<file path="src/rtl/div_iter_pkg.sv">
`default_nettype none
// ============================================================================
//  Module   : div_iter_pkg
//  Purpose  : Shared widths, FSM state type and stall encodings for the
//             iterative EX-stage divider.
//  Revision : 1.0  initial release
// ============================================================================
package div_iter_pkg;

    localparam int c_DIV_W     = 32;
    localparam int c_DIV_RES_W = 2 * c_DIV_W;

    // Stall request encodings understood by the pipeline stall controller
    localparam logic c_STOP    = 1'b1;
    localparam logic c_NO_STOP = 1'b0;

    typedef enum logic [1:0] {
        DIV_IDLE = 2'd0,
        DIV_BUSY = 2'd1,
        DIV_DONE = 2'd2
    } div_state_t;

endpackage
`default_nettype wire

</file>
<file path="src/rtl/div_iter_abs.sv">
`default_nettype none
// ============================================================================
//  Module   : div_iter_abs
//  Purpose  : 32-bit conditional two's-complement negate. Used to take
//             absolute values of the operands and to restore result signs.
//  Revision : 1.0  initial release
// ============================================================================
module div_iter_abs
    import div_iter_pkg::*;
(
    input  logic               i_neg,
    input  logic [c_DIV_W-1:0] i_val,
    output logic [c_DIV_W-1:0] o_val
);

    assign o_val = i_neg ? (~i_val + 1'b1) : i_val;

endmodule
`default_nettype wire

</file>
<file path="src/rtl/div_iter.sv">
`default_nettype none
// ============================================================================
//  Module   : div_iter
//  Purpose  : Iterative radix-2 restoring divider for DIV/DIVU in EX.
//             Holds the EX stall request while busy and strobes
//             {remainder, quotient} for one cycle when finished.
//  Revision : 1.0  initial release
// ============================================================================
module div_iter
    import div_iter_pkg::*;
(
    input  logic                   clk,
    input  logic                   resetn,
    input  logic                   div_start,
    input  logic                   div_signed,
    input  logic [c_DIV_W-1:0]     div_op_a,
    input  logic [c_DIV_W-1:0]     div_op_b,
    input  logic                   div_annul,
    output logic [c_DIV_RES_W-1:0] div_result,
    output logic                   div_ready,
    output logic                   stallreq_for_ex
);

    div_state_t             r_state;
    logic [4:0]             r_cnt;
    logic [c_DIV_W-1:0]     r_rem;
    logic [c_DIV_W-1:0]     r_quo;
    logic [c_DIV_W-1:0]     r_div;
    logic                   r_neg_q;
    logic                   r_neg_r;
    logic [c_DIV_RES_W-1:0] r_result;

    logic [c_DIV_W-1:0]     w_a_abs;
    logic [c_DIV_W-1:0]     w_b_abs;
    logic [c_DIV_W:0]       w_trial;
    logic                   w_ge;
    logic [c_DIV_W-1:0]     w_rem_nxt;
    logic [c_DIV_W-1:0]     w_quo_nxt;
    logic [c_DIV_W-1:0]     w_rem_fix;
    logic [c_DIV_W-1:0]     w_quo_fix;

    // Magnitudes are taken as unsigned 32-bit, so -2^31 maps to 0x80000000
    div_iter_abs u_abs_a (
        .i_neg (div_signed & div_op_a[c_DIV_W-1]),
        .i_val (div_op_a),
        .o_val (w_a_abs)
    );

    div_iter_abs u_abs_b (
        .i_neg (div_signed & div_op_b[c_DIV_W-1]),
        .i_val (div_op_b),
        .o_val (w_b_abs)
    );

    // One restoring step: shift {rem, quo} left, subtract divisor if it fits.
    // The shifted remainder can reach 2*divisor-1, hence the 33-bit trial.
    assign w_trial   = {r_rem, r_quo[c_DIV_W-1]};
    assign w_ge      = (w_trial >= {1'b0, r_div});
    assign w_rem_nxt = w_ge ? (w_trial[c_DIV_W-1:0] - r_div) : w_trial[c_DIV_W-1:0];
    assign w_quo_nxt = {r_quo[c_DIV_W-2:0], w_ge};

    // Sign restoration applied to the final step's outputs on entry to DONE
    div_iter_abs u_fix_q (
        .i_neg (r_neg_q),
        .i_val (w_quo_nxt),
        .o_val (w_quo_fix)
    );

    div_iter_abs u_fix_r (
        .i_neg (r_neg_r),
        .i_val (w_rem_nxt),
        .o_val (w_rem_fix)
    );

    // Control FSM, iteration counter and datapath registers
    always_ff @(posedge clk or negedge resetn) begin
        if (!resetn) begin
            r_state  <= DIV_IDLE;
            r_cnt    <= 5'd0;
            r_rem    <= '0;
            r_quo    <= '0;
            r_div    <= '0;
            r_neg_q  <= 1'b0;
            r_neg_r  <= 1'b0;
            r_result <= '0;
        end else if (div_annul) begin
            r_state <= DIV_IDLE;
        end else begin
            case (r_state)
                DIV_IDLE: begin
                    if (div_start) begin
                        if (div_op_b == '0) begin
                            r_result <= {div_op_a, {c_DIV_W{1'b1}}};
                            r_state  <= DIV_DONE;
                        end else begin
                            r_rem   <= '0;
                            r_quo   <= w_a_abs;
                            r_div   <= w_b_abs;
                            r_cnt   <= 5'd0;
                            r_neg_q <= div_signed & (div_op_a[c_DIV_W-1] ^ div_op_b[c_DIV_W-1]);
                            r_neg_r <= div_signed & div_op_a[c_DIV_W-1];
                            r_state <= DIV_BUSY;
                        end
                    end
                end
                DIV_BUSY: begin
                    r_rem <= w_rem_nxt;
                    r_quo <= w_quo_nxt;
                    r_cnt <= r_cnt + 5'd1;
                    if (r_cnt == 5'd31) begin
                        r_result <= {w_rem_fix, w_quo_fix};
                        r_state  <= DIV_DONE;
                    end
                end
                DIV_DONE: begin
                    r_state <= DIV_IDLE;
                end
                default: begin
                    r_state <= DIV_IDLE;
                end
            endcase
        end
    end

    // Annul masks the strobe in the same cycle so a flushed op never reports
    assign div_ready       = (r_state == DIV_DONE) & ~div_annul;
    assign div_result      = r_result;
    assign stallreq_for_ex = (div_start & ~div_ready & ~div_annul) ? c_STOP : c_NO_STOP;

endmodule
`default_nettype wire
</file>
<file path="config.mk">
export PLATFORM = sky130hd
export DESIGN_NAME = div_iter
export DESIGN_NICKNAME = d
export VERILOG_FILES = /design/src/rtl/div_iter_pkg.sv /design/src/rtl/div_iter_abs.sv /design/src/rtl/div_iter.sv
export SDC_FILE = /design/constraint.sdc
export NUM_CORES = 1
export LEC_CHECK = 0
export CAP_MARGIN = 5
export CORE_MARGIN = 5
export CORE_UTILIZATION = 40
export CTS_CLUSTER_DIAMETER = 120
export CTS_CLUSTER_SIZE = 25
export DETAILED_ROUTE_END_ITERATION = 16
export PLACE_DENSITY = 0.56
export SYNTH_ARGS = -nofsm -noshare
export SYNTH_HDL_FRONTEND = slang
export SYNTH_SLANG_ARGS = --single-unit
</file>
<file path="constraint.sdc">
create_clock -name clk -period 12.9 [get_ports clk]
set_input_delay 1.935 -clock clk [delete_from_list [all_inputs] [get_ports clk]]
set_output_delay 1.935 -clock clk [all_outputs]
set_load 0.03 [all_outputs]
</file>
==> results of run 1 <==
[logic make-up (layout without fill, tap and decap cells)]
kind of cell / after synthesis / count (layout) / synth area share, %
buffers and inverters: 146 / 228 / 4.73
AO/OA/AOI/OAI: 499 / 499 / 24.7
multiplexers: 22 / 22 / 1.81
AND/OR/NAND/NOR: 553 / 553 / 21.5
XOR/XNOR: 122 / 122 / 8.72
flip-flops: 169 / 169 / 34.5
adder cells (fa/ha/maj): 39 / 39 / 4.04
[sequential cells by signal (all words and copies together), names as in the netlist]
signal and count:
r_state 2, r_quo 32, r_neg_r 1, r_div 32
r_cnt 5, div_result 64, r_rem 32, r_neg_q 1
[cell usage after synthesis, types with 7 or more instances]
master	number	area [um^2]
nor2_1	164	616
nand2b_1	16	100
nand3_1	23	115
nor4_1	14	87.6
xor2_1	72	631
or4_1	12	90.1
a31oi_1	23	144
xnor2_1	50	438
a211oi_1	15	113
ha_1	38	475
nor2b_1	9	56.3
nand2_1	170	638
and2_1	9	56.3
o21ai_0	157	786
clkbuf_1	68	255
buf_2	13	65.1
nor3_1	40	200
nand4_1	14	87.6
o211ai_1	9	67.6
buf_1	7	26.3
o41ai_1	8	70.1
inv_1	54	203
o31ai_1	25	188
o21a_1	7	52.6
a21oi_1	177	886
or3_1	34	213
mux2i_1	21	210
a22o_1	13	114
and3_1	16	100
a21o_1	9	67.6
dfrtp_1	169	4230
[path summary, 6_finish.rpt]
kind / from / endpoint / slack [ns] / cells past startpoint
worst max-delay path: r_rem[5] / div_result[58] / 6.50 / 19
worst min-delay path: r_div[31] / r_div[31] / 0.48 / 2
worst max register to register: r_rem[5] / div_result[58] / 6.50 / 19
worst min register to register: r_div[31] / r_div[31] / 0.48 / 2
max in group asynchronous: resetn / r_rem[29] / 9.81 / 2
min in group asynchronous: resetn / r_quo[1] / 1.63 / 1
[through the flow]
step	worst slack (ns)	std cells	total power (uW)
2_1_floorplan	7.48	1550	894
3_3_place_gp	6.34	1996	1020
3_5_place_dp	6.26	1996	1020
4_1_cts	6.61	2028	1560
5_1_grt	5.92	2028	1640
6_report	6.50	2028	1550
[worst max-delay path, stage by stage (launching register included)]
cell       delay [ns]
dfrtp_1          0.44
ha_1             0.41
a21oi_1          0.40
o21ai_0          0.22
o2bb2ai_1        0.27
o311ai_4         0.45
nand2_4          0.43
inv_2            0.70
mux2i_1          0.36
ha_1             0.22
nand2_1          0.08
nor4_1           0.45
nand2_1          0.14
nor3_1           0.16
a41oi_1          0.08
a211oi_1         0.56
o2111ai_1        0.27
o31ai_1          0.30
xor2_1           0.18
a21oi_1          0.08
[power groups by stage]
stage / logic (uW) / registers [uW] / clock network (uW)
after CTS: 408 / 606 / 549
final: 406 / 606 / 541
after floorplan: 288 / 606 / 0
after detailed placement: 406 / 616 / 0
after global routing: 460 / 613 / 572
after global placement: 402 / 615 / 0
[routing by layer]
metal | routed length (um) | track usage [%]
met3 | 1500 | 2.71
met5 | 0 | 0
met4 | 582 | 4.79
met1 | 18000 | 30.7
met2 | 16600 | 34.8
[final cells by class]
cell class	instances	area [um^2]
clock buffer	19	433
clock inverter	13	166
fill	3067	16000
inverter	55	206
multi-input combinational	1235	7470
sequential	169	4230
tap	396	495
timing repair buffer	141	1400
==> impl_metrics.ini, run 1 <==
[final_layout]
drive_above_1_share_pct = 4.11
nNetsFinal = 1727
finish.utilization_pct = 47.3
final_common_cell = a21oi_1
mostFrequentLayoutCells = 177 x a21oi_1, 170 x nand2_1, 169 x dfrtp_1, 163 x nor2_1, 156 x o21ai_0
diodes = 0
area_delta_synth_final_pct = 17.5
stdcell_area_um2 = 14400

[min_path]
hp-class = flip-flop to flip-flop

[timing]
fin_worst_skew_ns = 0.00978
fin_setup_tns_ns = 0
finalSetupViolCount = 0
worst_slew_pin_slew_ns = 1.08
max_freq_mhz = 156
rsz0062_at_grt = false
hold-worst-slack_ns = 0.480
slew_viol_final = 0
relSlewSlack_pct = 27.9
fin_crit_sh_pct = 49.6
final.min_clock_period_ns = 6.40
hold_viol = 0

[critical_path]
worstPathRequired_ns = 13.18
critPathMaxFanout = 54
critPathCaptureType = flip-flop
path_class = flip-flop to flip-flop
critPathArrivalTime_ns = 6.67
start_kind = flip-flop

[cts]
cts_made_buffers = 17
cts.sinks = 169
insertion_delay_ns = 0.44
cts_max_path_buffers = 2
clkTransAtPathRegs_ns = 0.07
htree_levels = 4
postCtsSetupBuffers = 0
cts_tree = done
cts-root-buf = clkbuf_16
cts_resized = 0
cts-hold-fix-buffers = 0

[global_routing]
grt_first_pass_wirelength_um = 59100
track_usage_pct = 21.4
gr-total-overflow = 0
grt_pass1_vias = 10881
antenna_found_initial = 0
grt_max_degree = 106

[pwr]
peakVddDrop_uv = 78.0
p_seq_share_pct = 39.0
power.internal_uw = 1030
switching_share_pct = 33.7
power_density_nw_per_um2 = 108
power_frac_clock_pct = 34.8
p_leak_uw = 0.00598
p_switching_uw = 523
share_comb_of_total_power_pct = 26.1

[routing]
avgRoutedWirePerCell_um = 18.1
viasPerCell = 5.56
wirelength_um = 36600
drtIter0Drc = 883
detail-route-antenna-nets = 0
drc = 0
first_pass_iters = 5
vias = 11266

[floorplan]
ios = 135
die_w_um = 185
rows = 64
dieArea_um2 = 34200
die_y_um = 185
core_um2 = 30400
start_util_pct = 40.3

[yosys]
async_flop_share_pct = 100
synth_edf_count = 0
yosys_register_bits = 169
synth_seq_area_share_pct = 34.5
synth_cell_type_count = 77
syn_avg_cell_area_um2 = 7.91
synth_warnings = 0
syn_inst = 1550
syn_nets = 1658
syn_area_um2 = 12300
synth_flop_cell = dfrtp_1

[placed_design]
hpwlAfterDp_um = 27700
port_buffers = 134
dpl_cell_area_um2 = 13800
gp_congestion = 0.885

[status]
status = complete, no violations

[run]
cap_viol_max_count = 0
(Power assumes the default switching activity.)
==> run 2: changes to the inputs <==
- PLACE_DENSITY: 0.56 -> 0.58
- clock period: 12.9 -> 5.8 ns (I/O delays scaled with it)
==> impl_metrics.ini, run 2 (synthesized netlist as in run 1, its figures left out) <==
[status]
status = complete, no violations

[timing]
fin_worst_skew_ns = 0.0169
relSlewSlack_pct = 34.9
fin_crit_sh_pct = 90.8
slew_viol_final = 0
finalSetupViolCount = 0
fin_setup_tns_ns = 0
hold-worst-slack_ns = 0.481
max_freq_mhz = 190
rsz0062_at_grt = false
hold_viol = 0
final.min_clock_period_ns = 5.27
worst_slew_pin_slew_ns = 0.977

[cts]
cts_made_buffers = 17
cts-root-buf = clkbuf_16
clkTransAtPathRegs_ns = 0.08
cts_max_path_buffers = 2
postCtsSetupBuffers = 0
insertion_delay_ns = 0.44
cts.sinks = 169
htree_levels = 4
cts_tree = done

[routing]
vias = 11352
wirelength_met1_um = 17600
met2_length_um = 16400
first_pass_iters = 5
top_layer = met4
drtIter0Drc = 867
wl_met3_um = 1610
drc = 0
avgRoutedWirePerCell_um = 17.7
wirelength_um = 36100
detail-route-antenna-nets = 0
viasPerCell = 5.57

[pwr]
p_seq_share_pct = 39.8
p_switching_uw = 1210
power.internal_uw = 2200
p_leak_uw = 0.00603
power_density_nw_per_um2 = 235
peakVddDrop_uv = 203
power_frac_clock_pct = 34.0
switching_share_pct = 35.5
share_comb_of_total_power_pct = 26.3
finalPower_uw = 3410

[placed_design]
hpwlAfterDp_um = 27800
gp_congestion = 0.941
dp_cells = 2005
port_buffers = 134

[critical_path]
reg2regPathDepth = 18
start_kind = flip-flop
cpPeakStageDelay_ns = 0.51
r2r_end = div_result[58]
critPathArrivalTime_ns = 5.58
timing.rr.start = r_rem[5]
path_class = flip-flop to flip-flop
critPathMaxFanout = 9
cp_top_family = compound AO/OA/AOI/OAI gates
slowest_stage = a211oi_1
critPathCaptureType = flip-flop
worstPathRequired_ns = 6.12
regToRegSetupSlack_ns = 0.53
path_cells = ha_1, a21oi_1, o21ai_0, o2bb2ai_1, o311ai_4, nand2_4, inv_2, mux2i_1, ha_1, and2_1, o2111ai_1, nor2b_1, a41oi_1, a211oi_1, o2111ai_1, o31ai_1, xor2_1, a21oi_1
path_buf_inv = 1

[floorplan]
die_y_um = 185
core_um2 = 30400
dieArea_um2 = 34200
die_w_um = 185
start_util_pct = 40.3
ios = 135
rows = 64

[final_layout]
register_area_um2 = 4230
area_delta_synth_final_pct = 18.2
mostFrequentLayoutCells = 177 x a21oi_1, 170 x nand2_1, 169 x dfrtp_1, 163 x nor2_1, 156 x o21ai_0
final_cells = 2037
largest_reg_flops = 64
nNetsFinal = 1736
diodes = 0
final_common_cell = a21oi_1
fillers = 3045
multi_input_area_um2 = 7480
finish.utilization_pct = 47.6
drive_above_1_share_pct = 4.81

[global_routing]
gr-total-overflow = 0
grt_pass1_vias = 10703
track_usage_pct = 21.1
grt_max_degree = 93
antenna_found_initial = 0
grt_first_pass_wirelength_um = 58500

[min_path]
hp-class = input port to asynchronous set/reset pin

[run]
cap_viol_max_count = 0
## run 2: final cells by class
class	instances	share of cell area (%)
clock buffers	18	3.03
well taps	396	3.42
clock inverters	14	1.07
multi-input cells	1235	51.7
repair buffers	150	10.2
flip-flops and latches	169	29.2
inverters	55	1.43
## run 2: power by group through the flow
stage,Clock [uW],Combinational [uW],Sequential [uW]
floorplan,0,640,1350
global placement,0,885,1370
detailed placement,0,892,1380
CTS,1180,896,1360
global route,1230,1010,1370
finish,1160,895,1360
## run 2: worst max-delay path by stage
stage	startpoint	endpoint	slack, ns	cells after the start
6_report	r_rem[5]	div_result[58]	0.53	18
5_1_grt	r_rem[5]	div_result[54]	0.01	19
4_1_cts	r_rem[3]	div_result[58]	0.46	19
3_5_place_dp	r_rem[5]	div_result[58]	0.46	19
3_3_place_gp	r_rem[5]	div_result[58]	0.62	19
2_1_floorplan	r_rem[15]	div_result[56]	0.38	22
## run 2: metrics by stage
| stage | area (um^2) | setup slack [ns] |
|---|---|---|
| after detailed placement | 13900 | 0.458 |
| after CTS | 14500 | 0.457 |
| after global routing | 14500 | 0.0128 |
| after global placement | 13900 | 0.617 |
| final | 14500 | 0.534 |
| after floorplan | 12300 | 0.375 |
## run 2: routing by layer
layer  up-vias  track usage [%]
li1       5712                -
met4         0             4.70
met1      5333             30.4
met5         -                0
met2       272             33.6
met3        35             3.24
## run 2: timing repair
| item | in CTS | in global routing |
|---|---|---|
| resized for setup | 0 | 1 |
| endpoints found under the setup margin | 0 | 3 |
| hold buffers | 0 | 0 |
==> run 3: changes to the inputs <==
- CTS_CLUSTER_SIZE: 25 -> 40
==> results of run 3 <==
The final DEF is identical to that of run 2; final timing and power are the same.
